`config.mk`:
```
export PLATFORM = sky130hd
export DESIGN_NAME = ps2_keycode_rx
export DESIGN_NICKNAME = d
export VERILOG_FILES = /design/src/rtl/ps2_pkg.sv /design/src/rtl/ps2_line_filter.sv /design/src/rtl/ps2_keycode_rx.sv
export SDC_FILE = /design/constraint.sdc
export NUM_CORES = 1
export LEC_CHECK = 0
export ABC_CLOCK_PERIOD_IN_PS = 2630
export CAP_MARGIN = 20
export CORE_UTILIZATION = 43
export DETAILED_ROUTE_END_ITERATION = 16
export HOLD_SLACK_MARGIN = 0.06
export PLACE_DENSITY = 0.59
export SETUP_SLACK_MARGIN = 0.05
export SLEW_MARGIN = 20
export SYNTH_ARGS = -nofsm -noshare
export SYNTH_HDL_FRONTEND = slang
export SYNTH_HIERARCHICAL = 1
export SYNTH_SLANG_ARGS = --single-unit
export TNS_END_PERCENT = 1
```
`constraint.sdc`:
```
create_clock -name clk -period 2.63 [get_ports clk]
set_clock_uncertainty 0.1 [all_clocks]
set_input_delay 0.3945 -clock clk [delete_from_list [all_inputs] [get_ports clk]]
set_output_delay 0.3945 -clock clk [all_outputs]
set_load 0.02 [all_outputs]
```
`src/rtl/ps2_pkg.sv`:
```
// Shared PS/2 receiver types and scan-code constants, also used by the key-decoding stage.
package ps2_pkg;

    typedef enum logic [1:0] {IDLE, DATA, PARITY, STOP} ps2_state_t;

    localparam logic [7:0] PS2_BREAK = 8'hF0;
    localparam logic [7:0] PS2_EXT   = 8'hE0;

endpackage

```
`src/rtl/ps2_line_filter.sv`:
```
// Two-flop synchroniser followed by a stability filter: the output only follows the input
// after FILTER_LEN consecutive identical synchronised samples.
module ps2_line_filter #(
    parameter int FILTER_LEN = 8
) (
    input  logic clk,
    input  logic rst_n,
    input  logic raw,
    output logic filt
);

    localparam int CW = $clog2(FILTER_LEN + 1);

    logic          sync_1;
    logic          sync_2;
    logic [CW-1:0] stable_cnt;

    // Lines idle high, so the whole chain resets to 1 to avoid a spurious edge on release.
    always_ff @(posedge clk or negedge rst_n) begin
        if (!rst_n) begin
            sync_1     <= 1'b1;
            sync_2     <= 1'b1;
            filt       <= 1'b1;
            stable_cnt <= '0;
        end else begin
            sync_1 <= raw;
            sync_2 <= sync_1;
            if (sync_2 == filt) begin
                stable_cnt <= '0;
            end else if (stable_cnt == CW'(FILTER_LEN - 1)) begin
                filt       <= sync_2;
                stable_cnt <= '0;
            end else begin
                stable_cnt <= stable_cnt + 1'b1;
            end
        end
    end

endmodule

```
`src/rtl/ps2_keycode_rx.sv`:
```
// PS/2 device-to-host frame receiver: checks start/odd parity/stop and keeps a two-byte
// history of good bytes as {previous, latest}.
//
//  state  | meaning
//  IDLE   | waiting for a start bit (data low on a clock falling edge)
//  DATA   | shifting in 8 data bits, LSB first
//  PARITY | capturing the odd-parity bit
//  STOP   | checking stop bit and parity, then updating keycode or flagging an error
module ps2_keycode_rx
    import ps2_pkg::*;
#(
    parameter int FILTER_LEN     = 8,
    parameter int TIMEOUT_CYCLES = 20_000
) (
    input  logic        clk,
    input  logic        rst_n,
    input  logic        ps2_clk,
    input  logic        ps2_data,
    output logic [15:0] keycode,
    output logic        keycode_valid,
    output logic        frame_err
);

    localparam int TW = $clog2(TIMEOUT_CYCLES);

    logic          clk_f;
    logic          data_f;
    logic          clk_q;
    logic          fall_stb;
    ps2_state_t    state;
    logic [2:0]    bit_cnt;
    logic [7:0]    sr;
    logic          par;
    logic [TW-1:0] tmo_cnt;

    ps2_line_filter #(.FILTER_LEN(FILTER_LEN)) u_clk_filter (
        .clk   (clk),
        .rst_n (rst_n),
        .raw   (ps2_clk),
        .filt  (clk_f)
    );

    ps2_line_filter #(.FILTER_LEN(FILTER_LEN)) u_data_filter (
        .clk   (clk),
        .rst_n (rst_n),
        .raw   (ps2_data),
        .filt  (data_f)
    );

    assign fall_stb = clk_q & ~clk_f;

    always_ff @(posedge clk or negedge rst_n) begin
        if (!rst_n) begin
            clk_q         <= 1'b1;
            state         <= IDLE;
            bit_cnt       <= '0;
            sr            <= '0;
            par           <= 1'b0;
            tmo_cnt       <= '0;
            keycode       <= '0;
            keycode_valid <= 1'b0;
            frame_err     <= 1'b0;
        end else begin
            clk_q         <= clk_f;
            keycode_valid <= 1'b0;
            frame_err     <= 1'b0;

            if (state == IDLE || fall_stb) begin
                tmo_cnt <= '0;
            end else if (tmo_cnt != '1) begin
                tmo_cnt <= tmo_cnt + 1'b1;
            end

            if (fall_stb) begin
                case (state)
                    IDLE: begin
                        if (!data_f) begin
                            state   <= DATA;
                            bit_cnt <= '0;
                        end
                    end
                    DATA: begin
                        sr      <= {data_f, sr[7:1]};
                        bit_cnt <= bit_cnt + 1'b1;
                        if (bit_cnt == 3'd7) begin
                            state <= PARITY;
                        end
                    end
                    PARITY: begin
                        par   <= data_f;
                        state <= STOP;
                    end
                    STOP: begin
                        if (data_f && (^{sr, par})) begin
                            keycode       <= {keycode[7:0], sr};
                            keycode_valid <= 1'b1;
                        end else begin
                            frame_err <= 1'b1;
                        end
                        state <= IDLE;
                    end
                    default: state <= IDLE;
                endcase
            end else if (state != IDLE && tmo_cnt == TW'(TIMEOUT_CYCLES - 1)) begin
                // Device stalled mid-frame: drop the partial byte.
                frame_err <= 1'b1;
                state     <= IDLE;
                bit_cnt   <= '0;
            end
        end
    end

endmodule

```
==> summary.txt <==
Place
  – Routability Congestion: around 0.73
  – Dpl cell area: 3110 um2
  – Dpl hpwl: ~3100 um
  – IO buf count: 21

Clock network
  – Clock sink count: between 60 and 70
  – Cts bufs inserted: 9
  – Clock-pin slew on the worst setup and hold paths: approximately 70 ps
  – CTS tree: yes
  – CTS H-tree depth: 3
  – Root Buffer: clkbuf_8
  – Post-CTS Resized: 0
  – Setup Buffers After CTS: 0
  – Worst skew pair latency: roughly 330 ps
  – Longest Clk Path Bufs: 2

Detailed routing
  – Routed len/inst: 13.3 um
  – DR vias/cell: ~5.1
  – WL final: around 4500 um
  – Drt pass-1 iters: 4
  – Number of remaining DRC errors: 0
  – 1st-iter DRT viols: 50
  – Total number of vias: around 1700
  – Detail Route Antenna Nets: 0

Timing
  – Final Hold Fails: 0
  – Crit path time final: around 2300 ps
  – Setup TNS: 0 ps
  – Worst Hold Margin: between 200 and 300 ps
  – Setup Viol. Count Final: 0
  – Slew @ Worst Pin: 583 ps
  – Worst slew margin: approximately three fifths
  – Slew Limit Fails: 0
  – Fin crit share: between 80% and 90%
  – Max frequency: roughly 440 MHz
  – RSZ-0062 raised after global routing: no

Floorplanning
  – Die Ht: 82.8 um
  – Row count: 29
  – Die width: around 83 um
  – Die area: between 6000 and 7000 um2
  – I/O pin cnt: 22
  – Core ar.: approximately 6300 um2
  – Initial Util: between 40 and 50%

Critical path
  – CP Class: reg2reg
  – WP data arrival: approximately 2400 ps
  – Worst setup SP type: flop
  – Reg2Reg Setup Slack: between 300 and 400 ps
  – R2R cell count: 5
  – Critical R2R Capture: bit_cnt[0]
  – Reg-to-reg startpoint: tmo_cnt[12]
  – Worst path required time: 2750 ps
  – Setup crit end kind: flop
  – Max Fanout on Critical Path: 7

Min path
  – Worst hold path class: reg2reg
  – Hold EP: u_data_filter/sync_2
  – Cell count of the worst hold path: 0
  – Hold Path Origin: u_data_filter/sync_1

Logic synthesis
  – Syn Nets: about 240
  – Yosys cell types: 44
  – Cells after synthesis: around 230
  – Post-synthesis sequential area ratio: between 50% and 60%
  – Synth Flop Type: dfrtp_1
  – FF+latch count, synth: 62
  – Post-synth ARST share: between 90% and 100%
  – Avg Cell Area, Syn: 12.4 um2
  – Cell area after synthesis: ~2800 um2
  – Yosys warning total: 6
  – Post-synth EDFFs: 0

Power
  – Clock share of power: 33.2%
  – Switching share of power: between 20% and 30%
  – Sequential share of power: 52.3%
  – Combinational cell fraction of total power: 14.5%
  – Pwr Density: between 600 and 700 nW/um2
  – VDD IR-drop max: approximately 0.00038 V
  – Cell Int Power: approximately 0.0015 W
  – Leakage: between 1 and 1.5 nW
  – P_sw: 0.000609 W

Run status
  – Status: completed

Flow run
  – MaxCap Viol Count: 0

Global routing
  – Initial antenna violation count: 0
  – GRT overflow: 0
  – First-pass GRT wire length: 7890 um
  – Number of global-route vias before repair: between 1500 and 2000
  – GR Util All Layers: 15.8%
  – Largest net degree at the start of global routing: 25

Layout
  – Share of cells above drive strength 1: 22.7%
  – Filler cell count: about 590
  – Area Growth Syn to Fin: 17.2%
  – Final Cell Area: about 3300 um2
  – Diode count: 0
  – Nets: around 270
per-layer routing:
layer	vias to the layer above	wire length, um	global-route usage, %
met4	0	74	6.21
met3	9	171	5.90
li1	861	-	-
met5	-	0	0
met2	28	2030	23.5
met1	828	2260	20.8
synthesized netlist by cell type (6+ instances only):
master,number,share of area (%)
xnor2_1,14,4.4
dfrtp_1,55,49
ha_1,9,4.0
o21ai_0,6,1.1
dfstp_2,7,6.6
mux2_1,6,2.4
nor2_1,19,2.5
inv_1,6,0.80
nor3_1,10,1.8
nand3_1,9,1.6
nand2_1,11,1.5
a21oi_1,6,1.1
mux2_2,19,7.6
layout make-up:
type	count	area, um2	area share (%)
clock buffers	12	145	4.41
clock inverters	4	22.5	0.685
multi-input cells	155	1200	36.6
flip-flops and latches	62	1560	47.4
repair buffers	25	238	7.23
inverters	6	22.5	0.685
well taps	77	96.3	2.93
worst max-delay path by stage:
stage,to,start,cells after the start
floorplan,bit_cnt[0],tmo_cnt[12],5
global placement,bit_cnt[0],tmo_cnt[12],5
detailed placement,keycode[0],sr[5],5
CTS,bit_cnt[0],tmo_cnt[12],5
global route,keycode[1],sr[5],5
finish,bit_cnt[0],tmo_cnt[12],5
power by group through the flow:
stage | logic [W] | registers, W | clock network [W]
3_3_place_gp | 0.000314 | 0.00114 | 0
5_1_grt | 0.000366 | 0.00114 | 0.000784
4_1_cts | 0.000319 | 0.00113 | 0.000737
6_report | 0.000312 | 0.00113 | 0.000714
2_1_floorplan | 0.000247 | 0.00112 | 0
3_5_place_dp | 0.000315 | 0.00115 | 0
state kept, by name, summed over array words and instances (netlist names), 2 cells and up:
register / flops
bit_cnt: 3
keycode: 16
sr: 8
state: 2
tmo_cnt: 15
u_clk_filter/stable_cnt: 4
u_data_filter/stable_cnt: 4
cells by family after synthesis:
| logic type | count (synthesis) | synth area share (%) |
|---|---|---|
| buf+inv | 9 | 1.47 |
| xor+xnor | 18 | 6.38 |
| fa+ha+maj | 9 | 4.01 |
| flops | 62 | 55.6 |
| simple gates | 75 | 14.6 |
| compound gates | 23 | 5.62 |
| mux | 30 | 12.3 |
worst max-delay path, stage by stage (launching register included):
cell,delay (ps)
dfrtp_1,430
or4b_1,540
or4_4,530
a21oi_2,160
o31ai_1,120
mux2_4,270
per-stage QoR:
stage | worst slack, ps | cells | total power [W] | util (%)
after CTS | 369 | 341 | 0.00218 | 52.1
after detailed placement | 388 | 324 | 0.00146 | 49.3
after global routing | 272 | 341 | 0.00229 | 52.1
final | 359 | 341 | 0.00215 | 52.1
after floorplan | 464 | 226 | 0.00137 | -
after global placement | 419 | 324 | 0.00146 | 49.3
what timing repair did:
item                                    in CTS  in global routing
hold endpoints to repair                    15                  0
endpoints found under the setup margin       0                  0
hold buffers                                 1                  0
layout by cell type, fill, tap and decap left out, types with 5 or more instances in the layout:
cell type	netlist	layout
nand3_1	9	9
ha_1	9	9
clkbuf_8	0	10
dfstp_2	7	7
o21ai_0	6	6
xnor2_1	14	14
a21oi_1	6	6
mux2_2	19	19
mux2_1	6	6
nor3_1	10	10
or3_1	5	5
nor2_1	19	19
dfrtp_1	55	55
nand2_1	11	11
clkdlybuf4s50_1	0	20
inv_1	6	6
Power figures use the tool's default switching activity.
